### src/rtl/alu_seq_if.sv
// alu_seq_if: handshake and data bundle for the sequential ALU.
//
// Signals:
//   in_valid / in_ready   - operand transfer handshake (producer -> ALU)
//   a, b                  - WIDTH-bit operands
//   op                    - OPW-bit operation code
//   out_valid / out_ready - result transfer handshake (ALU -> consumer)
//   out                   - WIDTH-bit registered result
//   zero, neg, carry, ovf - registered flags describing out
//
// Modports:
//   master - the side that issues operations and consumes results
//   slave  - the ALU itself
`timescale 1ns/1ps
interface alu_seq_if #(
    parameter int WIDTH = 16,
    parameter int OPW   = 4
);
    logic             in_valid;
    logic             in_ready;
    logic [WIDTH-1:0] a;
    logic [WIDTH-1:0] b;
    logic [OPW-1:0]   op;
    logic             out_valid;
    logic             out_ready;
    logic [WIDTH-1:0] out;
    logic             zero;
    logic             neg;
    logic             carry;
    logic             ovf;

    modport master (
        output in_valid, a, b, op, out_ready,
        input  in_ready, out_valid, out, zero, neg, carry, ovf
    );

    modport slave (
        input  in_valid, a, b, op, out_ready,
        output in_ready, out_valid, out, zero, neg, carry, ovf
    );
endinterface

### src/rtl/alu_seq.sv
// alu_seq: registered ALU with a valid/ready handshake on both sides.
//
// Single-cycle ops (ADD, SUB, AND, XOR, OR, PASSB, SLL, SRL, SRA, SLT and
// undefined codes) present their result on the edge after acceptance and can
// stream at one op per cycle while the consumer keeps out_ready high.
//
// Optional feature macro: ALU_SEQ_MUL_EN
//   defined   - opcode 10 runs an iterative shift-add multiply (one multiplier
//               bit per cycle, WIDTH cycles) and returns the low WIDTH bits.
//   undefined - opcode 10 is an undefined op (result 0) and no multiplier
//               state or datapath exists.
//
// Ports:
//   clk   - clock, rising-edge active
//   rst_n - asynchronous active-low reset
//   bus   - alu_seq_if.slave: in_valid/in_ready/a/b/op in,
//           out_valid/out_ready/out/zero/neg/carry/ovf out
`timescale 1ns/1ps
module alu_seq #(
    parameter int WIDTH = 16,
    parameter int OPW   = 4
) (
    input  logic     clk,
    input  logic     rst_n,
    alu_seq_if.slave bus
);

    localparam int SHW = $clog2(WIDTH);

    localparam logic [OPW-1:0] OP_ADD   = OPW'(0);
    localparam logic [OPW-1:0] OP_SUB   = OPW'(1);
    localparam logic [OPW-1:0] OP_AND   = OPW'(2);
    localparam logic [OPW-1:0] OP_XOR   = OPW'(3);
    localparam logic [OPW-1:0] OP_OR    = OPW'(4);
    localparam logic [OPW-1:0] OP_PASSB = OPW'(5);
    localparam logic [OPW-1:0] OP_SLL   = OPW'(6);
    localparam logic [OPW-1:0] OP_SRL   = OPW'(7);
    localparam logic [OPW-1:0] OP_SRA   = OPW'(8);
    localparam logic [OPW-1:0] OP_SLT   = OPW'(9);
`ifdef ALU_SEQ_MUL_EN
    localparam logic [OPW-1:0] OP_MUL   = OPW'(10);
    localparam logic [SHW-1:0] CNT_LAST = SHW'(WIDTH - 1);
`endif

    typedef enum logic [1:0] {
        IDLE     = 2'd0,
        HOLD     = 2'd1
`ifdef ALU_SEQ_MUL_EN
        ,
        MUL_BUSY = 2'd2
`endif
    } state_e;

    state_e           state_q;
    logic             out_valid_q;
    logic [WIDTH-1:0] out_q;
    logic             zero_q;
    logic             neg_q;
    logic             carry_q;
    logic             ovf_q;

    logic [WIDTH-1:0] res_d;
    logic             carry_d;
    logic             ovf_d;
    logic             in_ready;
    logic             accept;

    logic [WIDTH:0]   sum_ext;
    logic [WIDTH:0]   diff_ext;
    logic [SHW-1:0]   shamt;

`ifdef ALU_SEQ_MUL_EN
    logic [WIDTH-1:0] mcand_q;
    logic [WIDTH-1:0] mplier_q;
    logic [WIDTH-1:0] acc_q;
    logic [WIDTH-1:0] acc_d;
    logic [SHW-1:0]   cnt_q;

    // Partial product for the multiplier bit currently at the LSB.
    assign acc_d = acc_q + (mplier_q[0] ? mcand_q : '0);
`endif

    // The extra top bit of the extended add/sub is the carry-out; for SUB it
    // is the borrow, so it gets inverted to give carry = (a >= b).
    assign sum_ext  = {1'b0, bus.a} + {1'b0, bus.b};
    assign diff_ext = {1'b0, bus.a} - {1'b0, bus.b};
    assign shamt    = bus.b[SHW-1:0];

    always_comb begin
        res_d   = '0;
        carry_d = 1'b0;
        ovf_d   = 1'b0;
        case (bus.op)
            OP_ADD: begin
                res_d   = sum_ext[WIDTH-1:0];
                carry_d = sum_ext[WIDTH];
                ovf_d   = (bus.a[WIDTH-1] == bus.b[WIDTH-1]) &&
                          (sum_ext[WIDTH-1] != bus.a[WIDTH-1]);
            end
            OP_SUB: begin
                res_d   = diff_ext[WIDTH-1:0];
                carry_d = ~diff_ext[WIDTH];
                ovf_d   = (bus.a[WIDTH-1] != bus.b[WIDTH-1]) &&
                          (diff_ext[WIDTH-1] != bus.a[WIDTH-1]);
            end
            OP_AND:   res_d = bus.a & bus.b;
            OP_XOR:   res_d = bus.a ^ bus.b;
            OP_OR:    res_d = bus.a | bus.b;
            OP_PASSB: res_d = bus.b;
            OP_SLL:   res_d = bus.a << shamt;
            OP_SRL:   res_d = bus.a >> shamt;
            OP_SRA:   res_d = $signed(bus.a) >>> shamt;
            OP_SLT:   res_d = {{(WIDTH-1){1'b0}}, ($signed(bus.a) < $signed(bus.b))};
            default:  res_d = '0;
        endcase
    end

    // A pending result blocks new input until the consumer takes it, which
    // is what lets HOLD stream one op per cycle when out_ready stays high.
    always_comb begin
        in_ready = 1'b0;
        case (state_q)
            IDLE:    in_ready = 1'b1;
            HOLD:    in_ready = bus.out_ready;
            default: in_ready = 1'b0;
        endcase
    end

    assign accept = bus.in_valid && in_ready;

    always_ff @(posedge clk or negedge rst_n) begin
        if (!rst_n) begin
            state_q     <= IDLE;
            out_valid_q <= 1'b0;
            out_q       <= '0;
            zero_q      <= 1'b1;
            neg_q       <= 1'b0;
            carry_q     <= 1'b0;
            ovf_q       <= 1'b0;
`ifdef ALU_SEQ_MUL_EN
            mcand_q     <= '0;
            mplier_q    <= '0;
            acc_q       <= '0;
            cnt_q       <= '0;
`endif
        end else begin
            case (state_q)
                IDLE, HOLD: begin
                    if (accept) begin
`ifdef ALU_SEQ_MUL_EN
                        if (bus.op == OP_MUL) begin
                            mcand_q     <= bus.a;
                            mplier_q    <= bus.b;
                            acc_q       <= '0;
                            cnt_q       <= '0;
                            out_valid_q <= 1'b0;
                            state_q     <= MUL_BUSY;
                        end else
`endif
                        begin
                            out_q       <= res_d;
                            zero_q      <= (res_d == '0);
                            neg_q       <= res_d[WIDTH-1];
                            carry_q     <= carry_d;
                            ovf_q       <= ovf_d;
                            out_valid_q <= 1'b1;
                            state_q     <= HOLD;
                        end
                    end else if (bus.out_ready) begin
                        // Result taken with nothing new queued: out keeps its value.
                        out_valid_q <= 1'b0;
                        state_q     <= IDLE;
                    end
                end
`ifdef ALU_SEQ_MUL_EN
                MUL_BUSY: begin
                    acc_q    <= acc_d;
                    mcand_q  <= mcand_q << 1;
                    mplier_q <= mplier_q >> 1;
                    cnt_q    <= cnt_q + 1'b1;
                    if (cnt_q == CNT_LAST) begin
                        out_q       <= acc_d;
                        zero_q      <= (acc_d == '0);
                        neg_q       <= acc_d[WIDTH-1];
                        carry_q     <= 1'b0;
                        ovf_q       <= 1'b0;
                        out_valid_q <= 1'b1;
                        state_q     <= HOLD;
                    end
                end
`endif
                default: begin
                    out_valid_q <= 1'b0;
                    state_q     <= IDLE;
                end
            endcase
        end
    end

    assign bus.in_ready  = in_ready;
    assign bus.out_valid = out_valid_q;
    assign bus.out       = out_q;
    assign bus.zero      = zero_q;
    assign bus.neg       = neg_q;
    assign bus.carry     = carry_q;
    assign bus.ovf       = ovf_q;

endmodule

### src/flat_wrapper.sv
// flat-port wrapper written by rule: the top's interface ports become plain ports
module alu_seq_flat 
#(
    parameter int WIDTH = 16,
    parameter int OPW   = 4
)
  (clk, rst_n, bus_in_valid, bus_a, bus_b, bus_op, bus_out_ready, bus_in_ready, bus_out_valid, bus_out, bus_zero, bus_neg, bus_carry, bus_ovf);
  alu_seq_if #(.WIDTH(WIDTH), .OPW(OPW)) bus_i ();
  input  logic clk;
  input  logic rst_n;
  input wire logic [$bits(bus_i.in_valid)-1:0] bus_in_valid;
  input wire logic [$bits(bus_i.a)-1:0] bus_a;
  input wire logic [$bits(bus_i.b)-1:0] bus_b;
  input wire logic [$bits(bus_i.op)-1:0] bus_op;
  input wire logic [$bits(bus_i.out_ready)-1:0] bus_out_ready;
  output wire logic [$bits(bus_i.in_ready)-1:0] bus_in_ready;
  output wire logic [$bits(bus_i.out_valid)-1:0] bus_out_valid;
  output wire logic [$bits(bus_i.out)-1:0] bus_out;
  output wire logic [$bits(bus_i.zero)-1:0] bus_zero;
  output wire logic [$bits(bus_i.neg)-1:0] bus_neg;
  output wire logic [$bits(bus_i.carry)-1:0] bus_carry;
  output wire logic [$bits(bus_i.ovf)-1:0] bus_ovf;
  assign bus_i.in_valid = bus_in_valid;
  assign bus_i.a = bus_a;
  assign bus_i.b = bus_b;
  assign bus_i.op = bus_op;
  assign bus_i.out_ready = bus_out_ready;
  assign bus_in_ready = bus_i.in_ready;
  assign bus_out_valid = bus_i.out_valid;
  assign bus_out = bus_i.out;
  assign bus_zero = bus_i.zero;
  assign bus_neg = bus_i.neg;
  assign bus_carry = bus_i.carry;
  assign bus_ovf = bus_i.ovf;
  alu_seq #(.WIDTH(WIDTH), .OPW(OPW)) u_core (.clk(clk), .rst_n(rst_n), .bus(bus_i));
endmodule
### config.mk
export PLATFORM = sky130hd
export DESIGN_NAME = alu_seq_flat
export DESIGN_NICKNAME = d
export VERILOG_FILES = /design/src/rtl/alu_seq_if.sv /design/src/rtl/alu_seq.sv /design/src/flat_wrapper.sv
export SDC_FILE = /design/constraint.sdc
export NUM_CORES = 1
export LEC_CHECK = 0
export BUFFER_PORTS_ARGS = -buffer_cell sky130_fd_sc_hd__buf_2
export CORE_MARGIN = 2
export CORE_UTILIZATION = 46
export DETAILED_ROUTE_END_ITERATION = 12
export MAX_ROUTING_LAYER = met4
export PLACE_DENSITY = 0.68
export SYNTH_ARGS = -nofsm -noshare
export SYNTH_HDL_FRONTEND = slang
export SYNTH_SLANG_ARGS = --single-unit
### constraint.sdc
create_clock -name clk -period 3 [get_ports clk]
set_input_delay 0 -clock clk [delete_from_list [all_inputs] [get_ports clk]]
set_output_delay 0 -clock clk [all_outputs]
set_load 0.03 [all_outputs]
==> results.json <==
{
  "outcome": "finished, final reports clean",
  "fmax_ghz": 0.353,
  "root_buffer": "clkbuf_16",
  "synth_enable_flop_cells": 0,
  "routabilityCongestion": 1.05,
  "die_x_um": 111,
  "ys_warn_count": 0,
  "end_kind": "register",
  "syn_inst": 712,
  "cp_slowest_cell": "ha_1",
  "antenna_left": 0,
  "timing.final.crit_share": 0.945,
  "rows": 39,
  "grt_first_pass_wirelength_mm": 35.4,
  "synth_top_area_share": 0.122,
  "worstMarginPinSlew_ns": 0.923,
  "viasPerCell": 6.58,
  "die_h_um": 111,
  "worstPathArrival_ns": 2.99,
  "power_density_nw_per_um2": 287,
  "reg2reg_from": "u_core.bus.out_valid$_DFFE_PN0P_",
  "maxCapViolations": 0,
  "final_util": 0.598,
  "drc": 0,
  "syn_avg_cell_area_um2": 7.37,
  "antenna_found_initial": 1,
  "whs_ns": 0.0781,
  "clockBufferDepth": 2,
  "synth_area_leaders": "ha_1 12%, dfrtp_1 9.1%, mux4_2 6.4%",
  "hold_start": "bus_out_ready",
  "first_pass_iters": 5,
  "synth_seq_cells": 20,
  "syn_area_um2": 5250,
  "syn2layout_area_growth_pct": 28.3,
  "initial_core_util": 0.466,
  "grt_pass1_vias": 6209,
  "drive_above_1_share": 0.305,
  "core-area_um2": 11300,
  "final_common_cell": "buf_4",
  "use_met3": 0.0590,
  "grt_use_met1": 0.484,
  "p_leak_nw": 3.10,
  "holdPathStages": 3,
  "max-vdd-ir-drop_v": 0.000393,
  "async_flop_share": 1.00,
  "grt_busiest_layer": "met2",
  "grtUsageTotal": 0.372,
  "numCtsBuffers": 3,
  "clk_latency_ns": 0.25,
  "vias": 6578,
  "cp-start-kind": "primary input",
  "io_pins": 62,
  "hpwl_mm": 18.9,
  "worstPathRequired_ns": 3.16,
  "cp_max_fo": 12,
  "rr_worst_depth": 9,
  "min_path_type": "in2reg",
  "worstSetupStartpoint": "bus_a[7]",
  "period_minus_slack_ns": 2.83,
  "dp_slack_ns": -0.276,
  "portBuffers": 61,
  "setup_violations": 0,
  "clock_skew_ns": 0.00143,
  "cts_max_level": 1,
  "synth_area_leader_cell": "ha_1",
  "final_cell_mix": "128 x buf_4, 73 x nand2_1, 61 x buf_2",
  "totalWireLength_mm": 23.0,
  "use_met2": 0.592,
  "wire_per_inst_um": 23.1,
  "syn_nets": 805,
  "drt_iter0_drc": 826,
  "grt_max_degree": 21,
  "hold_viol": 0,
  "ys_types": 81,
  "slew_viol_final": 0,
  "cts_setup_buffers": 0,
  "overflow": 0,
  "die_area_um2": 12300,
  "nets": 949,
  "cts_tree": "built",
  "crit_path_max_incr_delay_ns": 0.49,
  "path_cells": "buf_2 -> inv_1 -> ha_1 -> nor2b_1 -> or3_1 -> and4_1 -> a2111oi_1 -> buf_4 -> nor3_1 -> a21oi_1 -> nand3_1 -> o41ai_2",
  "layout_setup_ws_ns": 0.166,
  "ys_seq_area_frac": 0.0956,
  "clock-sinks": 20,
  "max_slew_margin": 0.369,
  "crit_type": "in2reg",
  "clkTransAtPathRegs_ns": 0.05,
  "synth-main-ff-cell": "dfrtp_1"
}
==> critical path: cells and delay by family <==
family | cells | cell delay, ns
AND/OR/NAND/NOR | 5 | 0.97
AO/OA/AOI/OAI | 3 | 0.94
adder cells (fa/ha/maj) | 1 | 0.49
buffers and inverters | 3 | 0.59
==> per-stage QoR <==
step           instances  setup TNS [ns]  power, mW  instance area, µm²
6_report             999               0       1.93                6740
5_1_grt              999         -0.0248       2.04                6740
4_1_cts              998               0       1.89                6660
3_5_place_dp         992          -0.376       1.52                6530
3_3_place_gp         992          -0.204       1.51                6530
2_1_floorplan        712               0       1.04                5260
==> final timing paths <==
path	endpoint	slack (ns)
max	u_core.bus.zero$_DFFE_PN1P_	0.17
min	u_core.bus.out_valid$_DFFE_PN0P_	0.08
max reg2reg	u_core.bus.zero$_DFFE_PN1P_	0.24
min reg2reg	u_core.bus.out[5]$_DFFE_PN0P_	0.47
max in group asynchronous	u_core.bus.zero$_DFFE_PN1P_	2.45
min in group asynchronous	u_core.bus.out[7]$_DFFE_PN0P_	0.22
==> synthesized netlist by cell type (5+ instances only) <==
cell type,number
nand3b_1,5
mux2_2,14
buf_1,7
or4_1,5
buf_2,14
clkbuf_1,31
o21ai_0,43
o32ai_1,6
a221o_1,5
dfrtp_1,19
nand3_1,16
a221oi_1,11
nor2_1,58
inv_1,49
nor2b_1,12
nor3_1,23
or3_1,10
o211ai_1,6
a41oi_1,5
a211oi_1,15
a31oi_1,14
a21o_1,7
ha_1,51
o221ai_1,5
o22ai_1,6
a22oi_1,7
nor4_1,8
xnor2_1,5
a21oi_1,38
mux4_2,15
mux2i_1,23
nand2_1,73
nand2b_1,14
==> metal layers <==
layer  vias up  routed length (µm)  part of all wire
met4         0                 949             0.041
met5         -                   0                 0
met3        86                2320              0.10
met1      3122                9140              0.40
met2       405               10600              0.46
li1       2965                   -                 -
==> area by class of cell <==
class / count / area [µm²]
Sequential cell: 20 / 502
Multi-Input combinational cell: 587 / 4400
Clock inverter: 1 / 30.0
Clock buffer: 3 / 75.1
Inverter: 49 / 184
Fill cell: 1066 / 4530
Antenna cell: 1 / 2.50
Timing Repair Buffer: 195 / 1370
Tap cell: 143 / 179
==> state kept, by name (all words and copies together), names as in the netlist <==
register and count:
u_core.bus.ovf 1, u_core.bus.out 16, u_core.bus.out_valid 1, u_core.bus.carry 1, u_core.bus.zero 1
==> repair_timing <==
item	in CTS	in global routing
endpoints found under the hold margin	20	0
pin swaps	0	1
endpoints found under the setup margin	1	2
gates resized for setup	1	18
hold buffers	2	0
==> power by group <==
part           switching, mW  internal, mW  total, mW
logic                  0.736         0.502       1.24
registers             0.0226         0.315      0.337
clock network         0.0947         0.264      0.359
total                  0.853          1.08       1.93
==> logic make-up (layout without fill, tap and decap cells) <==
group,after synthesis,count (layout),synth area share
buf+inv,105,248,0.0841
simple gates,256,256,0.247
flops,20,20,0.0956
mux,52,52,0.138
compound gates,220,220,0.296
xor+xnor,6,6,0.0100
other cells,0,1,0
fa+ha+maj,53,53,0.129
(Power assumes the default switching activity.)
